==> src/rtl/bit_shifter_left_seq_pkg.sv <==
// Shared definitions for the iterative left shifter: state encoding and
// default word/count widths used across the ALU shift path.
package bit_shifter_left_seq_pkg;

   localparam int WIDTH_DEF = 16;
   localparam int CNT_W_DEF = 4;

   typedef enum logic [1:0] {
      ST_IDLE  = 2'd0,
      ST_SHIFT = 2'd1,
      ST_DONE  = 2'd2
   } state_t;

endpackage

==> src/rtl/bit_shifter_left_seq_shift_ctrl_fsm.sv <==
// Control FSM for the iterative shifter: owns state, remaining count,
// busy/done, and tells the datapath when to load and when to shift.
module bit_shifter_left_seq_shift_ctrl_fsm
   import bit_shifter_left_seq_pkg::*;
#(
   parameter int CNT_W = CNT_W_DEF
) (
   input  logic             clk,
   input  logic             reset_n,
   input  logic             start,
   input  logic [CNT_W-1:0] shift,
   output logic             busy,
   output logic             done,
   output logic             load,
   output logic             shift_en
);

   state_t           state;
   logic [CNT_W-1:0] count;

   // A start is only honoured while idle or in the done cycle; start during
   // SHIFT is dropped, so load and shift_en can never be active together.
   assign load     = start && ((state == ST_IDLE) || (state == ST_DONE));
   assign shift_en = (state == ST_SHIFT);

   // State, count and registered busy/done, updated together each edge.
   always_ff @(posedge clk or negedge reset_n) begin
      if (!reset_n) begin
         state <= ST_IDLE;
         count <= '0;
         busy  <= 1'b0;
         done  <= 1'b0;
      end else begin
         case (state)
            ST_IDLE, ST_DONE: begin
               if (start) begin
                  count <= shift;
                  if (shift == '0) begin
                     state <= ST_DONE;
                     busy  <= 1'b0;
                     done  <= 1'b1;
                  end else begin
                     state <= ST_SHIFT;
                     busy  <= 1'b1;
                     done  <= 1'b0;
                  end
               end else begin
                  state <= ST_IDLE;
                  busy  <= 1'b0;
                  done  <= 1'b0;
               end
            end
            ST_SHIFT: begin
               // Exit on count==1 so the decrement never wraps below zero.
               count <= count - CNT_W'(1);
               if (count == CNT_W'(1)) begin
                  state <= ST_DONE;
                  busy  <= 1'b0;
                  done  <= 1'b1;
               end
            end
            default: begin
               state <= ST_IDLE;
               busy  <= 1'b0;
               done  <= 1'b0;
            end
         endcase
      end
   end

endmodule

==> src/rtl/bit_shifter_left_seq.sv <==
// Iterative left shift/rotate unit: one bit per clock under a
// start/busy/done handshake, with serial fill for multi-word shifts.
module bit_shifter_left_seq
   import bit_shifter_left_seq_pkg::*;
#(
   parameter int WIDTH = WIDTH_DEF,
   parameter int CNT_W = CNT_W_DEF
) (
   input  logic             clk,
   input  logic             reset_n,
   input  logic             start,
   input  logic             rotate,
   input  logic             fill,
   input  logic [CNT_W-1:0] shift,
   input  logic [WIDTH-1:0] in_data,
   output logic             busy,
   output logic             done,
   output logic [WIDTH-1:0] out_data,
   output logic             carry_out
);

   logic [WIDTH-1:0] data_reg;
   logic             carry_reg;
   logic             mode_reg;
   logic             load;
   logic             shift_en;

   bit_shifter_left_seq_shift_ctrl_fsm #(
      .CNT_W (CNT_W)
   ) u_ctrl (
      .clk      (clk),
      .reset_n  (reset_n),
      .start    (start),
      .shift    (shift),
      .busy     (busy),
      .done     (done),
      .load     (load),
      .shift_en (shift_en)
   );

   // Operand capture on accept, then one-bit left shift per SHIFT cycle.
   // fill is sampled live each cycle; mode is frozen at accept.
   always_ff @(posedge clk or negedge reset_n) begin
      if (!reset_n) begin
         data_reg  <= '0;
         carry_reg <= 1'b0;
         mode_reg  <= 1'b0;
      end else if (load) begin
         data_reg  <= in_data;
         carry_reg <= 1'b0;
         mode_reg  <= rotate;
      end else if (shift_en) begin
         carry_reg <= data_reg[WIDTH-1];
         data_reg  <= {data_reg[WIDTH-2:0], mode_reg ? data_reg[WIDTH-1] : fill};
      end
   end

   assign out_data  = data_reg;
   assign carry_out = carry_reg;

endmodule

==> config.mk <==
export PLATFORM = sky130hd
export DESIGN_NAME = bit_shifter_left_seq
export DESIGN_NICKNAME = d
export VERILOG_FILES = /design/src/rtl/bit_shifter_left_seq_pkg.sv /design/src/rtl/bit_shifter_left_seq_shift_ctrl_fsm.sv /design/src/rtl/bit_shifter_left_seq.sv
export SDC_FILE = /design/constraint.sdc
export NUM_CORES = 1
export LEC_CHECK = 0
export CAP_MARGIN = 20
export CELL_PAD_IN_SITES_DETAIL_PLACEMENT = 2
export CELL_PAD_IN_SITES_GLOBAL_PLACEMENT = 2
export CORE_ASPECT_RATIO = 0.5
export CORE_UTILIZATION = 23
export DETAILED_ROUTE_END_ITERATION = 8
export GPL_TIMING_DRIVEN = 0
export PLACE_DENSITY = 0.71
export SLEW_MARGIN = 10
export SYNTH_ARGS = -nofsm -noshare
export SYNTH_HDL_FRONTEND = slang
export SYNTH_SLANG_ARGS = --single-unit
==> constraint.sdc <==
create_clock -name clk -period 1.2 [get_ports clk]
set_input_delay 0.24 -clock clk [delete_from_list [all_inputs] [get_ports clk]]
set_output_delay 0.24 -clock clk [all_outputs]
set_load 0.005 [all_outputs]
# Word level (Yosys, flattened, before mapping)
# Cells that the tools add are included.
# totals
wordCells	40
output_inout_bits	19
regBits	26
# classes
n_reduce_logical	8
n_mux	19
n_eq_ne	5
n_addsub	1
# ops
op	count
2-to-1 mux 16 bit	2
2-to-1 mux 1 bit	9
one-hot mux 4 bit (2 select lines)	1
2-to-1 mux 2 bit	3
== test 4 x 1 -> 1 bit, second input constant	1
logical NOT 4 bit	1
2-to-1 mux 4 bit	1
one-hot mux 1 bit (2 select lines)	2
one-hot mux 2 bit (2 select lines)	1
nonzero test 2 bit	2
subtractor 4 x 1 -> 4 bit, second input constant	1
== test 2 x 1 -> 1 bit, second input constant	1
== test 2 bit, second input constant	1
logical NOT 2 bit	1
!= test 2 x 1 -> 1 bit, second input constant	1
!= test 2 bit, second input constant	1
AND reduction 2 bit	1
OR reduction 2 bit	1
logical AND 1 bit	1
logical OR 1 bit	1

# Depth between registers and ports, before layout
# Gate-level depths: netlist (run 1).
# logic_depth
ltp_word	4
ltp_mapped	5
depth_no_buf	5

# Modules after synthesis
# A second synthesis (run 1) with hierarchy kept.
# hier_totals
cells_unflattened	113
area_unflattened_um2	1219.9
# modules_own_cells
mod	area_per_inst_um2	instances	cells_each
bit_shifter_left_seq	849.6	1	77
bit_shifter_left_seq_shift_ctrl_fsm	370.4	1	36

# Worst setup path before layout (run 1)
# OpenSTA, ideal clock, no wires.
# synth_path
kind	register -> register
from	reg u_ctrl.count[1]
to	reg u_ctrl.busy
setup_slack_ps	8
setup_time_ps	117
path_stages_with_launch	6
t_arrival_ps	1075
n_path_buf	0
cell_sequence	dfrtp_1 -> inv_1 -> ha_1 -> or3b_1 -> nand3_1 -> nand2_1
# synth_via
elab_chain_len	2
# synth_lines
item	line_no	text
start: declaration	bit_shifter_left_seq_shift_ctrl_fsm.sv:19	logic [CNT_W-1:0] count;
start signal: assignment	bit_shifter_left_seq_shift_ctrl_fsm.sv:37	count <= shift;
start signal: assignment	bit_shifter_left_seq_shift_ctrl_fsm.sv:55	count <= count - CNT_W'(1);
== test 4 x 1 -> 1 bit	bit_shifter_left_seq_shift_ctrl_fsm.sv:56	if (count == CNT_W'(1)) begin
!= test 2 x 1 -> 1 bit (no source line)	n/a	
end signal: assignment	bit_shifter_left_seq_shift_ctrl_fsm.sv:49	busy <= 1'b0;
end signal: assignment	bit_shifter_left_seq_shift_ctrl_fsm.sv:58	busy <= 1'b0;
end signal: assignment	bit_shifter_left_seq_shift_ctrl_fsm.sv:64	busy <= 1'b0;
end: declaration	bit_shifter_left_seq_shift_ctrl_fsm.sv:12	output logic busy,
# Every way passes these cells.
# A chain may end at the register's enable or synchronous reset.

# Final worst setup path (run 1)
# layout_path
from	reg u_ctrl.count[1]
to	reg u_ctrl.state[0]
# layout_via
elab_chain_len	2
# layout_lines
item	line_no	text
== test 4 x 1 -> 1 bit	bit_shifter_left_seq_shift_ctrl_fsm.sv:56	
!= test 2 x 1 -> 1 bit (no source line)	n/a	
end signal: assignment	bit_shifter_left_seq_shift_ctrl_fsm.sv:48	state <= ST_IDLE;
end signal: assignment	bit_shifter_left_seq_shift_ctrl_fsm.sv:57	state <= ST_DONE;
end signal: assignment	bit_shifter_left_seq_shift_ctrl_fsm.sv:63	state <= ST_IDLE;
end: declaration	bit_shifter_left_seq_shift_ctrl_fsm.sv:18	state_t state;
# Every way passes these cells.

==> run_results.csv, run 1 <==
group,metric,value,unit
run_status,run_status,"complete, but fails checks",
run_status,violations,"setup timing",
worst_setup_path,buf_inv_on_cp,1,
worst_setup_path,worstSetupPathDepth,5,
placement,dp_worst_setup_slack,-0.438,ns
flow_run,maxCapViolCount,0,
layout,largest_register_ffs,16,
routing,vias,1231,
synth,gate_count_of_the_mapped_netlist,114,
worst_setup_path,critical_path.cell_chain,"inv_2 -> ha_4 -> or3b_4 -> nand2_1 -> nand2_1",
synth,synth_top_cell_by_area,"sky130_fd_sc_hd__dfrtp_1",
worst_setup_path,critical_path_arrival,1.42,ns
worst_setup_path,r2r-end,"u_ctrl.state[0]",
clock_network,worst_case_clock_buffer_depth,2,
worst_setup_path,critPathMaxFanout,3,
worst_setup_path,timing.critical_path.to_type,"flop",
global_route,global_route_wire_length_before_repair,6530,um
floorplan,num_rows,17,
hold_path,holdCritPathClass,"input port to async pin",
worst_setup_path,critPathKind,"flop to flop",
synth,ys_seq_elements,25,
layout,final_nets,219,
sta,clock.fmax,801,MHz
worst_setup_path,worstReg2RegStart,"u_ctrl.count[1]",
clock_network,clkSinkCount,25,
synth,synth-seq-area-share,0.531,
global_route,overflow,0,
worst_setup_path,cp_data_required_time,1.37,ns
synth,synthDominantCellAreaShare,0.531,
sta,max_transition_margin,0.683,
pwr,cellPowerDensity,2590,nW/um^2
synth,synth_top_area_cells,"sky130_fd_sc_hd__dfrtp_1, sky130_fd_sc_hd__a22oi_1, sky130_fd_sc_hd__nand3_1, sky130_fd_sc_hd__nand2_1, sky130_fd_sc_hd__a221o_1",
pwr,total_leakage_power,0.981,nW
routing,antenna_left,0,
layout,num_antenna_cells,0,
clock_network,ctsHtreeMaxLevel,1,
synth,synthesis.area,1180,sq um
layout,drive_gt1_frac,0.361,
layout,syn_to_final_growth,80.5,%
global_route,antenna_found_initial,0,
clock_network,hold_buffers,0,
synth,synth_async_sr_flop_share,1.00,
worst_setup_path,r2r_setup_slack,-0.05,ns
layout,final_cells,257,
placement,place_congestion,0.765,
synth,yosysMostFrequentCell,"sky130_fd_sc_hd__dfrtp_1",
floorplan,die_h,52.6,um
sta,final_min_period_over_clock_period,1.04,
worst_setup_path,crit_path_top_delay_cell,"sky130_fd_sc_hd__or3b_4",
placement,port_buffers,43,
worst_setup_path,max_stage_delay,0.41,ns
routing,drt-total-wl,4550,um
sta,rsz0062_at_grt,"true",
sta,final.setup.worst_slack,-0.0489,ns
routing,drt_pass1_iterations,4,
floorplan,fp.coreArea,4660,sq um
global_route,pin_count_of_the_biggest_net_entering_global_routing,18,
synth,synth_enable_flop_cells,0,
floorplan,die_width,103,um
sta,slew_viol_final,0,
worst_setup_path,cp_common_cell,"sky130_fd_sc_hd__nand2_1",
synth,post_synth.cell_area_avg,10.3,sq um
sta,skew,0.00369,ns
placement,placedInstanceArea,1710,sq um
floorplan,floorplan.initialDensity,0.253,
clock_network,cts_tree,"built",
sta,worstMarginPinSlew,0.474,ns
synth,netlist_top_cells_count,"sky130_fd_sc_hd__dfrtp_1, sky130_fd_sc_hd__nand2_1, sky130_fd_sc_hd__nand3_1",
clock_network,cts-buffers-inserted,3,
placement,detailedPlacementHpwl,2730,um
layout,design_area,2130,sq um
clock_network,insertion_delay,0.27,ns
synth,postSynth.topFlopCell,"sky130_fd_sc_hd__dfrtp_1",
clock_network,cts.clk_slew.worst_paths,0.09,ns
routing,avgRoutedWirePerCell,17.7,um
global_route,grt.total_usage,0.164,
placement,placed_instances,224,
clock_network,buffer_type_at_the_clock_tree_root,"sky130_fd_sc_hd__clkbuf_8",
sta,final_period_minus_worst_setup_slack,1.25,ns
synth,mapped_nets,141,
routing,drt-vias-per-instance,4.79,
synth,yosysWarningCount,0,
floorplan,die_area,5430,sq um
layout,final_core_utilization,0.457,
worst_setup_path,cpLargestDelayFamily,"simple AND/OR/NAND/NOR gates",
floorplan,io_pins,44,
sta,number_of_failing_setup_endpoints_in_the_final_timing_report,6,
routing,dr.first_iter.drc_count,34,
worst_setup_path,r2r.worst_path.cells,5,
global_route,first_global_vias,1291,
pwr,ir_worst_vdd,0.776,mV
synth,yosys.cell_types.count,26,
worst_setup_path,setup.worst_path.start_class,"flop",
routing,route.detailed.drc,0,
sta,finalHoldViolations,0,
sta,fin_setup_tns,-0.192,ns
## worst max path at each step
stage                    startpoint              end  slack, ns
finish              u_ctrl.count[1]  u_ctrl.state[0]      -0.05
global route        u_ctrl.count[1]  u_ctrl.state[1]      -0.09
CTS                 u_ctrl.state[0]      out_data[8]      -0.02
detailed placement            start      out_data[0]      -0.44
global placement            reset_n     out_data[12]      -0.51
floorplan           u_ctrl.count[1]      u_ctrl.busy      0.008
## repair_timing
action,CTS,global route
gates resized for setup,39,25
hold endpoints to repair,0,0
pin swaps,7,3
buffers inserted,22,8
setup endpoints to repair,36,36
## cell families after synthesis
family | count (synthesis) | share of synthesized area
AOI/OAI and AO/OA | 23 | 0.160
adders and majority gates | 2 | 0.0212
buffers and inverters | 10 | 0.0573
DFF | 25 | 0.531
muxes | 1 | 0.00849
and+or+nand+nor | 53 | 0.222
## metal layers
layer  GRT usage  vias up  routed length [um]
li1            -      570                   -
met1       0.214      629                2080
met2       0.282       30                2310
met3      0.0360        2                 135
met4      0.0282        0                  27
met5           0        -                   0
## cells in the final DEF, fill, tap and decap left out, types with 2 or more instances in the layout
cell and n:
sky130_fd_sc_hd__a22oi_1 6, sky130_fd_sc_hd__nand2_1 21, sky130_fd_sc_hd__a221o_1 3, sky130_fd_sc_hd__nand3_1 15, sky130_fd_sc_hd__nor3_2 3, sky130_fd_sc_hd__buf_6 5
sky130_fd_sc_hd__a22oi_2 9, sky130_fd_sc_hd__nor2_1 4, sky130_fd_sc_hd__clkdlybuf4s50_1 23, sky130_fd_sc_hd__clkbuf_8 3, sky130_fd_sc_hd__clkdlybuf4s15_1 10, sky130_fd_sc_hd__dfrtp_1 23
sky130_fd_sc_hd__nand2b_1 2, sky130_fd_sc_hd__dlygate4sd2_1 10, sky130_fd_sc_hd__buf_12 2, sky130_fd_sc_hd__dfrtp_2 2, sky130_fd_sc_hd__buf_4 29
## layout make-up
cell class / count / area, sq um
repair buffers: 73 / 663
inverters: 2 / 7.51
multi-input cells: 79 / 611
plain buffers: 8 / 88.8
clock buffers: 3 / 41.3
well taps: 66 / 82.6
clock inverters: 1 / 5.00
flip-flops and latches: 25 / 628
fillers: 478 / 2530
## worst register-to-register path, cell delays in order, from the launching register on
cell and delay, ns:
sky130_fd_sc_hd__dfrtp_1 0.40, sky130_fd_sc_hd__inv_2 0.09, sky130_fd_sc_hd__ha_4 0.13, sky130_fd_sc_hd__or3b_4 0.41
sky130_fd_sc_hd__nand2_1 0.08, sky130_fd_sc_hd__nand2_1 0.05
## through the flow
step	hold WS [ns]	power, W
3_3_place_gp	0.488	0.00381
4_1_cts	0.294	0.00494
6_report	0.285	0.00551
3_5_place_dp	0.500	0.00392
2_1_floorplan	-0.0556	0.00277
5_1_grt	0.289	0.00593
## report_power, final
| group | switching [W] | internal, W | leakage (nW) |
|---|---|---|---|
| Clock | 0.000279 | 0.000233 | 0.0255 |
| Combinational | 0.00152 | 0.00186 | 0.655 |
| Sequential | 0.000346 | 0.00127 | 0.301 |
Power figures use the tool's default switching activity.
==> run 2, diff against run 1 <==
--- a/config.mk
+++ b/config.mk
@@ -8,7 +8,7 @@
 export CAP_MARGIN = 20
 export CELL_PAD_IN_SITES_DETAIL_PLACEMENT = 2
 export CELL_PAD_IN_SITES_GLOBAL_PLACEMENT = 2
-export CORE_ASPECT_RATIO = 0.5
+export CORE_ASPECT_RATIO = 1.4
 export CORE_UTILIZATION = 23
 export DETAILED_ROUTE_END_ITERATION = 8
 export GPL_TIMING_DRIVEN = 0
==> run_results.csv, run 2 (synthesized netlist as in run 1, its figures left out) <==
group,metric,value,unit
layout,syn_to_final_growth,73.4,%
routing,drt_pass1_iterations,4,
pwr,switchingPower,0.00198,W
sta,slew_viol_final,0,
placement,placed_instances,222,
routing,dr.first_iter.drc_count,8,
global_route,global_route_wire_length_before_repair,6930,um
floorplan,num_rows,30,
layout,final_core_utilization,0.419,
layout,largest_register_ffs,16,
pwr,total_leakage_power,0.961,nW
placement,dp_worst_setup_slack,-0.427,ns
placement,place_congestion,0.668,
worst_setup_path,critical_path.startpoint,"u_ctrl.state[1]",
clock_network,ctsHtreeMaxLevel,1,
layout,mostFrequentLayoutCell,"sky130_fd_sc_hd__buf_4",
global_route,overflow,0,
flow_run,maxCapViolCount,0,
routing,antenna_left,0,
sta,number_of_failing_setup_endpoints_in_the_final_timing_report,12,
routing,avgRoutedWirePerCell,17.6,um
layout,final_cells,251,
pwr,cellPowerDensity,2510,nW/um^2
worst_setup_path,worstReg2RegStart,"u_ctrl.state[1]",
global_route,grt.total_usage,0.167,
routing,vias,1226,
worst_setup_path,r2r.worst_path.cells,4,
pwr,clockPowerShare,0.099,
worst_setup_path,r2r-end,"out_data[0]",
worst_setup_path,setup.worst_path.start_class,"flop",
layout,nFillCells,550,
routing,drt-total-wl,4420,um
global_route,first_global_vias,1365,
layout,seqCellArea,628,sq um
layout,drive_gt1_frac,0.321,
global_route,antenna_found_initial,0,
worst_setup_path,timing.critical_path.to_type,"flop",
worst_setup_path,r2r_setup_slack,-0.10,ns
sta,final_min_period_over_clock_period,1.08,
clock_network,cts-buffers-inserted,3,
clock_network,cts.clk_slew.worst_paths,0.09,ns
run_status,violations,"setup timing",
floorplan,die_h,86.7,um
layout,multi_input_comb_area,563,sq um
layout,layout_common_cells,"sky130_fd_sc_hd__buf_4, sky130_fd_sc_hd__dfrtp_1, sky130_fd_sc_hd__clkdlybuf4s50_1, sky130_fd_sc_hd__nand2_1, sky130_fd_sc_hd__nand3_1",
clock_network,buffer_type_at_the_clock_tree_root,"sky130_fd_sc_hd__clkbuf_8",
floorplan,io_pins,44,
hold_path,holdCritPathClass,"input port to async pin",
placement,detailedPlacementHpwl,2960,um
pwr,internal_power,0.00316,W
sta,fin_worst_hold_slack,0.328,ns
worst_setup_path,critPathKind,"flop to flop",
sta,clock.fmax,768,MHz
sta,final.setup.worst_slack,-0.102,ns
floorplan,die_area,5420,sq um
worst_setup_path,cp_data_required_time,1.35,ns
worst_setup_path,critical_path_arrival,1.45,ns
sta,worstMarginPinSlew,0.577,ns
floorplan,die_width,62.5,um
floorplan,floorplan.initialDensity,0.242,
global_route,groute.layer.met3.usage,0.0263,
global_route,pin_count_of_the_biggest_net_entering_global_routing,17,
clock_network,hold_buffers,0,
sta,max_transition_margin,0.614,
floorplan,fp.coreArea,4880,sq um
sta,final_period_minus_worst_setup_slack,1.30,ns
pwr,power.share.combinational,0.593,
run_status,run_status,"complete, but fails checks",
clock_network,cts_tree,"built",
worst_setup_path,critPathCapture,"out_data[0]",
global_route,grt_busiest_layer,"met2",
clock_network,clkSinkCount,25,
pwr,swShare,0.386,
sta,finalHoldViolations,0,
clock_network,insertion_delay,0.27,ns
pwr,ir_worst_vdd,0.830,mV
clock_network,worst_case_clock_buffer_depth,2,
sta,rsz0062_at_grt,"true",
pwr,seqPwrFrac,0.308,
sta,skew,0.00633,ns
layout,num_antenna_cells,0,
global_route,grt_util_met1,0.191,
placement,port_buffers,43,
layout,final_nets,215,
routing,route.detailed.drc,0,
routing,drt-vias-per-instance,4.88,
worst_setup_path,critPathMaxFanout,5,
global_route,grt_use_met2,0.316,
run 2: per-stage QoR:
step	total power [W]	TNS, ns	area [sq um]
CTS	0.00494	-0.488	1960
global placement	0.00380	-18.87	1690
detailed placement	0.00397	-8.21	1720
global route	0.00553	-1.74	2040
finish	0.00514	-0.515	2040
floorplan	0.00277	0	1180
run 2: worst min path at each step:
stage	to	cells past startpoint	startpoint	slack [ns]
global placement	carry_out	1	carry_out	0.49
CTS	out_data[12]	1	reset_n	0.35
finish	out_data[12]	1	reset_n	0.33
detailed placement	carry_out	1	carry_out	0.50
global route	out_data[12]	1	reset_n	0.37
floorplan	carry_out	0	reset_n	-0.06
run 2: layout make-up:
cell class                      count  area share
Tap cell                           64      0.0392
Buffer                              8      0.0423
Multi-Input combinational cell     79       0.276
Inverter                            2     0.00367
Clock buffer                        4      0.0220
Timing Repair Buffer               69       0.310
Sequential cell                    25       0.307
run 2: what timing repair did:
action | CTS | global route
endpoints found under the hold margin | 0 | 0
endpoints found under the setup margin | 36 | 33
pin swaps | 7 | 2
setup buffers | 21 | 4
resized for setup | 40 | 18
run 2: power by group through the flow:
stage	combinational, W	clock, W	sequential (W)
after global placement	0.00217	0	0.00163
after CTS	0.00284	0.000526	0.00157
after detailed placement	0.00231	0	0.00167
final	0.00304	0.000511	0.00158
after floorplan	0.00118	0	0.00159
after global routing	0.00334	0.000552	0.00164
run 2: worst max-delay path, stage by stage, from the launching register on:
cell	delay, ns
sky130_fd_sc_hd__dfrtp_1	0.41
sky130_fd_sc_hd__buf_6	0.12
sky130_fd_sc_hd__and2b_4	0.29
sky130_fd_sc_hd__nor2_4	0.06
sky130_fd_sc_hd__a221o_1	0.30
run 2: routing by layer:
metal	share of wire	up-vias
li1	-	557
met1	0.41	617
met2	0.54	46
met3	0.043	6
met4	0.012	0
met5	0	-
==> run 3, diff against run 2 <==
--- a/config.mk
+++ b/config.mk
@@ -13,7 +13,8 @@
 export DETAILED_ROUTE_END_ITERATION = 8
 export GPL_TIMING_DRIVEN = 0
 export PLACE_DENSITY = 0.71
-export SLEW_MARGIN = 10
+export SLEW_MARGIN = 20
 export SYNTH_ARGS = -nofsm -noshare
 export SYNTH_HDL_FRONTEND = slang
 export SYNTH_SLANG_ARGS = --single-unit
+export TNS_END_PERCENT = 10
==> run_results.csv, run 3 (synthesized netlist as in run 1, its figures left out) <==
group,metric,value,unit
routing,detailroute.wirelength.met2,2140,um
sta,fin_setup_tns,-0.518,ns
layout,syn_to_final_growth,56.6,%
routing,route.detailed.drc,0,
run_status,run_status,"complete, but fails checks",
floorplan,fp.coreArea,4880,sq um
sta,rsz0062_at_grt,"true",
routing,drt-vias-per-instance,4.90,
sta,max_transition_margin,0.588,
placement,detailedPlacementHpwl,2870,um
worst_setup_path,critPathKind,"flop to flop",
clock_network,cts_tree,"built",
routing,dr_wl_met3,203,um
pwr,ir_worst_vdd,0.763,mV
routing,m1WireLength,1630,um
clock_network,buffer_type_at_the_clock_tree_root,"sky130_fd_sc_hd__clkbuf_8",
routing,dr.first_iter.drc_count,34,
worst_setup_path,timing.critical_path.to_type,"flop",
flow_run,maxCapViolCount,0,
layout,final_nets,201,
global_route,grt.total_usage,0.156,
pwr,power_total,0.00458,W
layout,num_antenna_cells,0,
worst_setup_path,setup.worst_path.start_class,"flop",
routing,drt_pass1_iterations,4,
clock_network,worst_case_clock_buffer_depth,2,
placement,placedInstanceArea,1680,sq um
placement,port_buffers,43,
floorplan,num_rows,30,
layout,layout_common_cells,"sky130_fd_sc_hd__dfrtp_1, sky130_fd_sc_hd__clkdlybuf4s50_1, sky130_fd_sc_hd__nand2_1, sky130_fd_sc_hd__nand3_1, sky130_fd_sc_hd__clkdlybuf4s15_1",
sta,final_min_period_over_clock_period,1.08,
global_route,first_global_vias,1330,
global_route,pin_count_of_the_biggest_net_entering_global_routing,26,
floorplan,die_h,86.7,um
layout,drive_gt1_frac,0.197,
placement,place_congestion,0.668,
worst_setup_path,r2r_setup_slack,-0.09,ns
placement,placed_instances,221,
hold_path,holdCritPathClass,"input port to async pin",
worst_setup_path,cp_data_required_time,1.39,ns
floorplan,die_width,62.5,um
sta,number_of_failing_setup_endpoints_in_the_final_timing_report,18,
global_route,global_route_wire_length_before_repair,6540,um
routing,avgRoutedWirePerCell,16.9,um
routing,route.top_layer_used,"met4",
layout,mostFrequentLayoutCell,"sky130_fd_sc_hd__dfrtp_1",
pwr,cellPowerDensity,2480,nW/um^2
sta,final_period_minus_worst_setup_slack,1.29,ns
routing,vias,1161,
run_status,violations,"setup timing",
routing,drt-total-wl,4020,um
sta,clock.fmax,772,MHz
worst_setup_path,r2r.worst_path.cells,5,
worst_setup_path,r2r-end,"u_ctrl.count[3]",
floorplan,die_area,5420,sq um
sta,slew_viol_final,0,
layout,largest_register_ffs,16,
global_route,overflow,0,
worst_setup_path,critPathMaxFanout,10,
clock_network,insertion_delay,0.27,ns
sta,skew,0.00128,ns
clock_network,clkSinkCount,25,
worst_setup_path,worstReg2RegStart,"u_ctrl.state[1]",
clock_network,ctsHtreeMaxLevel,1,
sta,final.setup.worst_slack,-0.0946,ns
sta,finalHoldViolations,0,
layout,final_core_utilization,0.378,
layout,design_area,1850,sq um
floorplan,floorplan.initialDensity,0.242,
routing,antenna_left,0,
clock_network,cts.clk_slew.worst_paths,0.09,ns
floorplan,io_pins,44,
worst_setup_path,critical_path_arrival,1.49,ns
clock_network,cts-buffers-inserted,3,
global_route,antenna_found_initial,0,
pwr,total_leakage_power,0.859,nW
layout,final_cells,237,
sta,worstMarginPinSlew,0.617,ns
[run 3: changes by cell type in the layout (fill, tap and decap cells not counted), sizes merged]
| cell | change |
|---|---|
| clkdlybuf4s50 | +1 |
| clkdlybuf4s15 | +9 |
| dlygate4sd3 | +1 |
| dlygate4sd2 | -10 |
| clkbuf | +1 |
| buf | -16 |
[run 3: metal layers]
layer / up-vias / track usage
met5: - / 0
met4: 0 / 0.0381
met3: 5 / 0.0276
met2: 46 / 0.301
met1: 581 / 0.176
li1: 529 / -
[run 3: where the power goes]
group / internal (W) / switching, W
Clock: 0.000238 / 0.000269
Combinational: 0.00130 / 0.00117
Sequential: 0.00127 / 0.000330
Total: 0.00281 / 0.00177
[run 3: final cells by class]
cell class / count / area (sq um)
inverter: 2 / 7.51
tap: 64 / 80.1
buffer: 8 / 66.3
clock buffer: 4 / 45.0
sequential: 25 / 626
multi-input combinational: 79 / 508
timing repair buffer: 55 / 513
fill: 556 / 3030
[run 3: timing repair]
item	4_1_cts	5_1_grt
hold buffers	1	0
resized for setup	26	16
endpoints found under the setup margin	36	39
endpoints found under the hold margin	25	0
setup buffers	10	1
gates cloned	0	0
[run 3: how the worst max path moves through the flow]
stage                          startpoint              end  slack [ns]  depth (start not counted)
after global routing      u_ctrl.state[1]  u_ctrl.count[1]       -0.15                          4
after floorplan           u_ctrl.count[1]      u_ctrl.busy       0.008                          5
after CTS                 u_ctrl.state[1]      out_data[0]       -0.14                          4
final                     u_ctrl.state[1]  u_ctrl.count[3]       -0.09                          5
after detailed placement            start  u_ctrl.count[1]       -0.43                          4
after global placement            reset_n      out_data[2]       -0.45                          1
[run 3: through the flow]
stage                     hold slack, ns  setup slack, ns
after floorplan                  -0.0556          0.00841
after global placement             0.487           -0.450
after detailed placement           0.288           -0.431
after CTS                          0.524           -0.135
after global routing               0.558           -0.149
final                              0.516          -0.0946
[run 3: critical path, stage by stage (launching register included)]
cell,delay (ns)
sky130_fd_sc_hd__dfrtp_1,0.39
sky130_fd_sc_hd__buf_4,0.14
sky130_fd_sc_hd__and2b_4,0.27
sky130_fd_sc_hd__buf_4,0.19
sky130_fd_sc_hd__nor3_1,0.08
sky130_fd_sc_hd__nor3_2,0.15
